<file path="src/rtl/prv32_muldiv_seq_if.sv">
// prv32_muldiv_seq_if: request/response bundle between the execute stage and the RV32M sequencer
interface prv32_muldiv_seq_if #(parameter int XLEN = 32);
    logic            start, kill, ready, busy, done;
    logic [2:0]      funct3;
    logic [XLEN-1:0] a, b, result;
    modport master(output start, kill, funct3, a, b, input ready, busy, done, result);
    modport slave(input start, kill, funct3, a, b, output ready, busy, done, result);
endinterface

</file>
<file path="src/rtl/prv32_muldiv_seq.sv">
// prv32_muldiv_seq: iterative RV32M sequencer, radix-2 shift-add multiply and restoring divide
module prv32_muldiv_seq #(parameter int XLEN = 32) (
    input logic clk,
    input logic rst_n,
    prv32_muldiv_seq_if.slave io
);
    localparam int CW = $clog2(XLEN);
    localparam logic [1:0] IDLE = 2'd0, CALC = 2'd1, FIX = 2'd2, DONE = 2'd3;
    localparam logic [XLEN-1:0] MIN = {1'b1, {(XLEN-1){1'b0}}};
    logic [1:0]        state, nstate;
    logic [CW-1:0]     cnt;
    logic [2:0]        f3;
    logic              nq, nr, a_s, b_s, sa, sb, is_div, dz, ovf, spec, accept, ge;
    logic [2*XLEN-1:0] acc, acc_step, prod;
    logic [XLEN-1:0]   opb, ma, mb, q, r, rd, fix_res, spec_res, res;
    logic [XLEN:0]     msum, rs;
    always_comb begin
        a_s      = ~(io.funct3[0] & (io.funct3[1] | io.funct3[2]));
        b_s      = a_s & ~(io.funct3[1] & ~io.funct3[2]);
        sa       = a_s & io.a[XLEN-1];
        sb       = b_s & io.b[XLEN-1];
        ma       = sa ? -io.a : io.a;
        mb       = sb ? -io.b : io.b;
        is_div   = io.funct3[2];
        dz       = is_div & (io.b == '0);
        ovf      = is_div & ~io.funct3[0] & (io.a == MIN) & (io.b == '1);
        spec     = dz | ovf;
        spec_res = dz ? (io.funct3[1] ? io.a : '1) : (io.funct3[1] ? '0 : MIN);
        accept   = io.ready & io.start & ~io.kill;
        // multiply: acc = {partial, multiplier}; divide: acc = {remainder, quotient}
        msum     = {1'b0, acc[2*XLEN-1:XLEN]} + {1'b0, opb};
        rs       = acc[2*XLEN-1:XLEN-1];
        ge       = rs >= {1'b0, opb};
        rd       = rs[XLEN-1:0] - opb;
        acc_step = f3[2] ? {ge ? rd : rs[XLEN-1:0], acc[XLEN-2:0], ge}
                         : (acc[0] ? {msum, acc[XLEN-1:1]} : {1'b0, acc[2*XLEN-1:1]});
        prod     = nq ? -acc : acc;
        q        = nq ? -acc[XLEN-1:0] : acc[XLEN-1:0];
        r        = nr ? -acc[2*XLEN-1:XLEN] : acc[2*XLEN-1:XLEN];
        fix_res  = f3[2] ? (f3[1] ? r : q) : (f3 == 3'b000 ? prod[XLEN-1:0] : prod[2*XLEN-1:XLEN]);
        nstate   = io.kill ? IDLE
                 : accept ? (spec ? DONE : CALC)
                 : state == CALC ? (cnt == CW'(XLEN-1) ? FIX : CALC)
                 : state == FIX ? DONE : IDLE;
    end
    always_ff @(posedge clk or negedge rst_n)
        if (!rst_n) begin
            state <= IDLE;
            cnt   <= '0;
            f3    <= '0;
            nq    <= 1'b0;
            nr    <= 1'b0;
            acc   <= '0;
            opb   <= '0;
            res   <= '0;
        end else begin
            state <= nstate;
            if (accept) begin
                f3  <= io.funct3;
                nq  <= sa ^ sb;
                nr  <= sa;
                cnt <= '0;
                acc <= {{XLEN{1'b0}}, is_div ? ma : mb};
                opb <= is_div ? mb : ma;
                if (spec) res <= spec_res;
            end else if (state == CALC) begin
                acc <= acc_step;
                cnt <= cnt + 1'b1;
            end else if (state == FIX && !io.kill) res <= fix_res;
        end
    assign io.ready  = (state == IDLE) | (state == DONE);
    assign io.busy   = (state == CALC) | (state == FIX);
    assign io.done   = state == DONE;
    assign io.result = res;
endmodule

</file>
<file path="src/flat_wrapper.sv">
// flat-port wrapper written by rule: the top's interface ports become plain ports
module prv32_muldiv_seq_flat 
#(parameter int XLEN = 32)
  (clk, rst_n, io_start, io_kill, io_funct3, io_a, io_b, io_ready, io_busy, io_done, io_result);
  prv32_muldiv_seq_if #(.XLEN(XLEN)) io_i ();
  input logic clk;
  input logic rst_n;
  input wire logic [$bits(io_i.start)-1:0] io_start;
  input wire logic [$bits(io_i.kill)-1:0] io_kill;
  input wire logic [$bits(io_i.funct3)-1:0] io_funct3;
  input wire logic [$bits(io_i.a)-1:0] io_a;
  input wire logic [$bits(io_i.b)-1:0] io_b;
  output wire logic [$bits(io_i.ready)-1:0] io_ready;
  output wire logic [$bits(io_i.busy)-1:0] io_busy;
  output wire logic [$bits(io_i.done)-1:0] io_done;
  output wire logic [$bits(io_i.result)-1:0] io_result;
  assign io_i.start = io_start;
  assign io_i.kill = io_kill;
  assign io_i.funct3 = io_funct3;
  assign io_i.a = io_a;
  assign io_i.b = io_b;
  assign io_ready = io_i.ready;
  assign io_busy = io_i.busy;
  assign io_done = io_i.done;
  assign io_result = io_i.result;
  prv32_muldiv_seq #(.XLEN(XLEN)) u_core (.clk(clk), .rst_n(rst_n), .io(io_i));
endmodule
</file>
<file path="config.mk">
export PLATFORM = sky130hd
export DESIGN_NAME = prv32_muldiv_seq_flat
export DESIGN_NICKNAME = d
export VERILOG_FILES = /design/src/rtl/prv32_muldiv_seq_if.sv /design/src/rtl/prv32_muldiv_seq.sv /design/src/flat_wrapper.sv
export SDC_FILE = /design/constraint.sdc
export NUM_CORES = 1
export LEC_CHECK = 0
export CAP_MARGIN = 5
export CORE_ASPECT_RATIO = 1.5
export CORE_MARGIN = 4
export CORE_UTILIZATION = 57
export CTS_BUF_LIST = sky130_fd_sc_hd__clkbuf_2
export DETAILED_ROUTE_END_ITERATION = 10
export PLACE_DENSITY = 0.78
export SETUP_SLACK_MARGIN = 0.15
export SYNTH_ARGS = -nofsm -noshare
export SYNTH_HDL_FRONTEND = slang
export SYNTH_SLANG_ARGS = --single-unit
</file>
<file path="constraint.sdc">
create_clock -name clk -period 5.36 [get_ports clk]
set_input_delay 1.072 -clock clk [delete_from_list [all_inputs] [get_ports clk]]
set_output_delay 1.072 -clock clk [all_outputs]
set_load 0.01 [all_outputs]
</file>
# Yosys cells after proc, flatten, opt, wreduce, memory -nomap -nowiden
# Cells that the tools add are included.
# Widths: inputs -> output; s select.
[totals]
regBits = 140
inputBits = 71
output_inout_bits = 35
word_cells = 84
[op_classes]
add_sub_neg = 8
magnitude_cmp = 1
n_eq_ne = 8
muxes = 30
bitwise_logic = 21
n_reduce_logical = 8
[op_table]
columns = ["cell", "n"]
rows = [
  ["$mux 32", 17],
  ["$mux 64", 5],
  ["$neg 32->32", 4],
  ["$eq 32x32->1 const B", 2],
  ["$neg 64->64", 1],
  ["$add 32x32->33", 1],
  ["$ge 33x32->1", 1],
  ["$logic_not 32->1", 1],
  ["$sub 32x32->32", 1],
  ["$mux 2", 6],
  ["$and 1x1->1", 11],
  ["$mux 5", 2],
  ["$add 5x1->5 const B", 1],
  ["$eq 5x5->1 const B", 1],
  ["$not 1->1", 5],
  ["$eq 2x2->1 const B", 2],
  ["$ne 2x1->1 const B", 2],
  ["$or 1x1->1", 4],
  ["$reduce_bool 2->1", 2],
  ["$logic_not 3->1", 1],
  ["$reduce_and 3->1", 1],
  ["$eq 2x1->1 const B", 1],
  ["$logic_not 2->1", 1],
  ["$logic_and 1x1->1", 1],
  ["other kinds (2)", 2],
]

# Longest topological paths before layout
[depth]
ltp_word = 8
depth_mapped = 14
depth_no_buf = 14

# Worst setup path before layout
# OpenSTA, ideal clock, no wires.
[synth_timing]
kind = "in2reg"
startpoint = "in io_b[12]"
endpoint = "reg u_core.res[8], in the netlist u_core.io.result[8]"
setup_ps = 134
t_arrival_ps = 4057
required_ps = 5226
slack_ps = 1169
cell_stages = 11
path_buffers = 2
cell_sequence = "or4_1 or4_1 or3_1 nor4b_4 nor2_1 o21a_1 or4_1 buf_2 clkbuf_1 nand2_1 o21ai_0"
[synth_via]
elab_chain_cells = 5
elab_cells_between_ends = 10
classes_between = "eq/ne (2); mux (3); bitwise (3); reduce/logical (2)"
[synth_rtl]
columns = ["item", "line", "text"]
rows = [
  ["from (decl)", "flat_wrapper.sv:12", "input wire logic [$bits(io_i.b)-1:0] io_b;"],
  ["$eq 32x32->1 / $logic_not 32->1 (equally long branches)", "prv32_muldiv_seq.sv:26, prv32_muldiv_seq.sv:25", ""],
  ["$and 1x1->1 (on tied branches)", "prv32_muldiv_seq.sv:26, prv32_muldiv_seq.sv:25", ""],
  ["$or 1x1->1 / $mux 32 (equally long branches)", "prv32_muldiv_seq.sv:27, prv32_muldiv_seq.sv:28", ""],
  ["$ne 2x1->1 (no source line) / $mux 32 (equally long branches)", "--", ""],
  ["$reduce_and 3->1 (no source line) / $mux 32 (equally long branches)", "--", ""],
  ["to (signal assigned)", "prv32_muldiv_seq.sv:65", "if (spec) res <= spec_res;"],
  ["to (signal assigned)", "prv32_muldiv_seq.sv:69", "end else if (state == FIX && !io.kill) res <= fix_res;"],
  ["to (decl)", "prv32_muldiv_seq.sv:15", "logic [XLEN-1:0] opb, ma, mb, q, r, rd, fix_res, spec_res, res;"],
]
# Parallel ways exist; a longest one is shown, timed or not. The select of a mux whose other input is x is not followed.
# A chain may end at the register's enable or synchronous reset.

# Worst setup path in the final report
[layout_timing]
startpoint = "reg u_core.acc[31]"
endpoint = "reg u_core.acc[58]"
[layout_via]
elab_chain_cells = 5
elab_cells_between_ends = 6
classes_between = "add/sub (1); order compare (1); mux (4)"
[layout_rtl]
columns = ["item", "line", "text"]
rows = [
  ["from (decl)", "prv32_muldiv_seq.sv:14", "logic [2*XLEN-1:0] acc, acc_step, prod;"],
  ["from (signal assigned)", "prv32_muldiv_seq.sv:63", "acc <= {{XLEN{1'b0}}, is_div ? ma : mb};"],
  ["from (signal assigned)", "prv32_muldiv_seq.sv:67", "acc <= acc_step;"],
  ["$sub 32x32->32 / $ge 33x32->1 (equally long branches)", "prv32_muldiv_seq.sv:34, prv32_muldiv_seq.sv:33", ""],
  ["$mux 32 (*)", "prv32_muldiv_seq.sv:35", "acc_step = f3[2] ? {ge ? rd : rs[XLEN-1:0], acc[XLEN-2:0], ge}"],
  ["$mux 64 (*)", "prv32_muldiv_seq.sv:35", ""],
  ["$mux 64 (*)", "prv32_muldiv_seq.sv:66", "end else if (state == CALC) begin"],
  ["$mux 64 (*)", "prv32_muldiv_seq.sv:58", "if (accept) begin"],
]
# Every way passes the cells marked *; elsewhere a longest branch is shown, timed or not. The select of a mux whose other input is x is not followed.

==> impl_metrics.py <==
metrics = {
    "global_route": {
        "grt_usage": 0.3512,
        "antenna_found_initial": 2,
        "grt_pass1_vias": 14740,
        "grt_max_degree": 93,
        "globalRouteOverflowTotal": 0,
        "grt_pass1_wl_um": 80350,
    },
    "timing": {
        "tns_ns": 0,
        "rsz0062_at_grt": "no",
        "max-slew-margin-rel": 0.2669,
        "timing.hold.ws_ns": 0.5217,
        "max_freq_ghz": 0.2204,
        "fin_skew_ns": 0.02805,
        "min_period_ns": 4.538,
        "setup_viol": 0,
        "drv_slew": 0,
        "finalHoldViolations": 0,
        "min_period_over_period": 0.8467,
        "worstMarginPinSlew_ns": 1.091,
        "timing.final.ws_setup_ns": 0.8218,
    },
    "floorplanning": {
        "die_w_um": 140.5,
        "die_h_um": 206.7,
        "io_pins": 106,
        "row_count": 72,
        "coreArea_um2": 25850,
        "start_util": 0.5801,
        "dieArea_um2": 29030,
    },
    "placed_design": {
        "dpl.hpwl_um": 39900,
        "portBuffers": 105,
        "dp.cells": 2340,
        "dpl_worst_slack_ns": 0.3315,
        "place_congestion": 1.001,
    },
    "cts": {
        "cts_repair_resize_count": 0,
        "cts_buffers": 17,
        "clk_pin_slew_worst_paths_ns": 0.21,
        "htree_levels": 4,
        "cts_tree": "built",
        "cts_max_path_buffers": 2,
        "cts.sinks": 140,
        "clk_latency_ns": 0.81,
        "cts_root_buf": "clkbuf_2",
    },
    "logic_synthesis": {
        "synth-async-reset-ratio": 1.000,
        "yosys_register_bits": 140,
        "yosysUniqueCellTypes": 72,
        "synthFlopType": "dfrtp_1",
        "synth.top_cell.area_share": 0.2336,
        "synth_area_per_cell_um2": 7.433,
        "ys_warn_count": 0,
        "synth-edff-count": 0,
        "yosysMostFrequentCell": "nand2_1",
        "syn_inst": 2018,
        "yosys.area.top_type": "dfrtp_1",
        "mappedNetlistArea_um2": 15000,
        "synth_nets": 2166,
        "ys_seq_area_frac": 0.2336,
        "synth.top_cells.by_count": "nand2_1 (266), o21ai_0 (190), a21oi_1 (173)",
        "synthTopCellsByArea": "dfrtp_1 (23%), nand2_1 (6.7%), o21ai_0 (6.3%)",
    },
    "run_status": {
        "status": "finished clean",
    },
    "setup_path": {
        "crit_type": "register to register",
        "critPathLaunchType": "register",
        "arrival_ns": 5.25,
        "critPathMaxFanout": 5,
        "end_kind": "register",
        "worstPathRequired_ns": 6.07,
    },
    "layout": {
        "stdcell_count": 2374,
        "utilization": 0.6371,
        "nets": 2175,
        "drive_gt1_frac": 0.04902,
        "area_growth_syn_to_layout_pct": 9.810,
    },
    "pwr": {
        "leakagePower_nw": 6.891,
        "p_per_area_nw_per_um2": 596.3,
        "peakVddDrop_mv": 0.3463,
    },
    "route": {
        "avgViaCountPerCell": 6.504,
        "antenna_left": 0,
        "wl_per_cell_um": 21.83,
        "vias": 15440,
        "wl_um": 51830,
        "first_pass_iters": 5,
        "drtIter0Drc": 1360,
        "drcViolationCount": 0,
    },
    "run": {
        "drv_cap": 0,
    },
    "worst_hold_path": {
        "hp-class": "register to register",
    },
}
path summary, 6_finish.rpt:
check                                           from                   end  slack (ns)  depth (start not counted)
worst max-delay path                  u_core.acc[31]        u_core.acc[58]        0.82                         15
worst min-delay path            u_core.io.result[25]  u_core.io.result[25]        0.52                          2
worst max register to register        u_core.acc[31]        u_core.acc[58]        0.82                         15
worst min register to register  u_core.io.result[25]  u_core.io.result[25]        0.52                          2
max in group asynchronous                      rst_n        u_core.acc[34]        3.58                          3
min in group asynchronous                      rst_n         u_core.cnt[4]        0.62                          2
power breakdown:
group          internal (W)  switching [W]  leakage (nW)
combinational       0.00283        0.00392          4.97
clock              0.000298       0.000426         0.153
sequential          0.00150       0.000855          1.77
total               0.00462        0.00520          6.89
stage by stage:
step | instance area, µm² | total power (W)
floorplan | 15000 | 0.006963
global placement | 16190 | 0.008795
detailed placement | 16190 | 0.008919
CTS | 16470 | 0.009677
global route | 16470 | 0.01060
finish | 16470 | 0.009822
flip-flops by register name, indices dropped and copies added (netlist names):
signal            count
u_core.io.result     32
u_core.nr             1
u_core.state          2
u_core.cnt            5
u_core.opb           32
u_core.f3             3
u_core.acc           64
u_core.nq             1
final cells by class:
class,count,area (µm²)
antenna,1,2.502
clock buffer,17,85.08
clock inverter,15,178.9
fill,2385,9384
inverter,79,296.5
multi-input combinational,1648,10640
sequential,140,3508
tap,333,416.7
timing repair buffer,141,1348
kinds of logic after synthesis:
kind of cell / Yosys count / synth area share
and+or+nand+nor: 632 / 0.1958
AOI/OAI and AO/OA: 669 / 0.2825
buffers and inverters: 230 / 0.05923
DFF: 140 / 0.2336
adders and majority gates: 77 / 0.06523
muxes: 67 / 0.04521
xor gates and xnor gates: 203 / 0.1185
cell usage in the layout, fill, tap and decap left out, types with 5 or more instances in the layout:
master	instances
a2111oi_0	5
a211oi_1	21
a21o_1	38
a21oi_1	173
a221oi_1	20
a22o_1	10
a31oi_1	13
a32o_1	13
and2_1	7
and3_1	11
buf_4	34
clkbuf_2	17
clkdlybuf4s50_1	103
clkinv_1	7
dfrtp_1	138
ha_1	74
inv_1	76
mux2_2	6
mux2i_1	61
nand2_1	266
nand2b_1	18
nand3_1	31
nand4_1	20
nor2_1	137
nor2b_1	20
nor3_1	37
nor4_1	19
o211ai_1	73
o21a_1	7
o21ai_0	190
o21bai_1	10
o221ai_1	6
o22ai_1	7
o31ai_1	32
o41ai_1	16
or2_2	9
or3_1	24
or4_1	13
xnor2_1	103
xor2_1	100
critical path, stage by stage (launching register included):
cell and delay, ns:
dfrtp_1 0.47, inv_1 0.21, ha_1 0.20, inv_1 0.05
fa_1 0.41, a21o_1 0.19, a221oi_1 0.55, o211ai_1 0.27
a2111oi_0 0.58, buf_4 0.24, o21ai_0 0.13, a21oi_1 0.49
xnor2_1 0.17, mux2_2 0.17, nor2_1 0.04, o32ai_1 0.27
layer usage:
metal | track usage | share of wire | vias up
met1 | 0.4224 | 0.38 | 7218
met4 | 0.2029 | 0.062 | 0
met3 | 0.04909 | 0.071 | 167
met5 | 0 | 0 | -
met2 | 0.6005 | 0.48 | 740
li1 | - | - | 7316
what timing repair did:
action,4_1_cts,5_1_grt
endpoints found under the hold margin,5,0
buffers inserted,0,0
hold buffers,1,0
(Power assumes the default switching activity.)
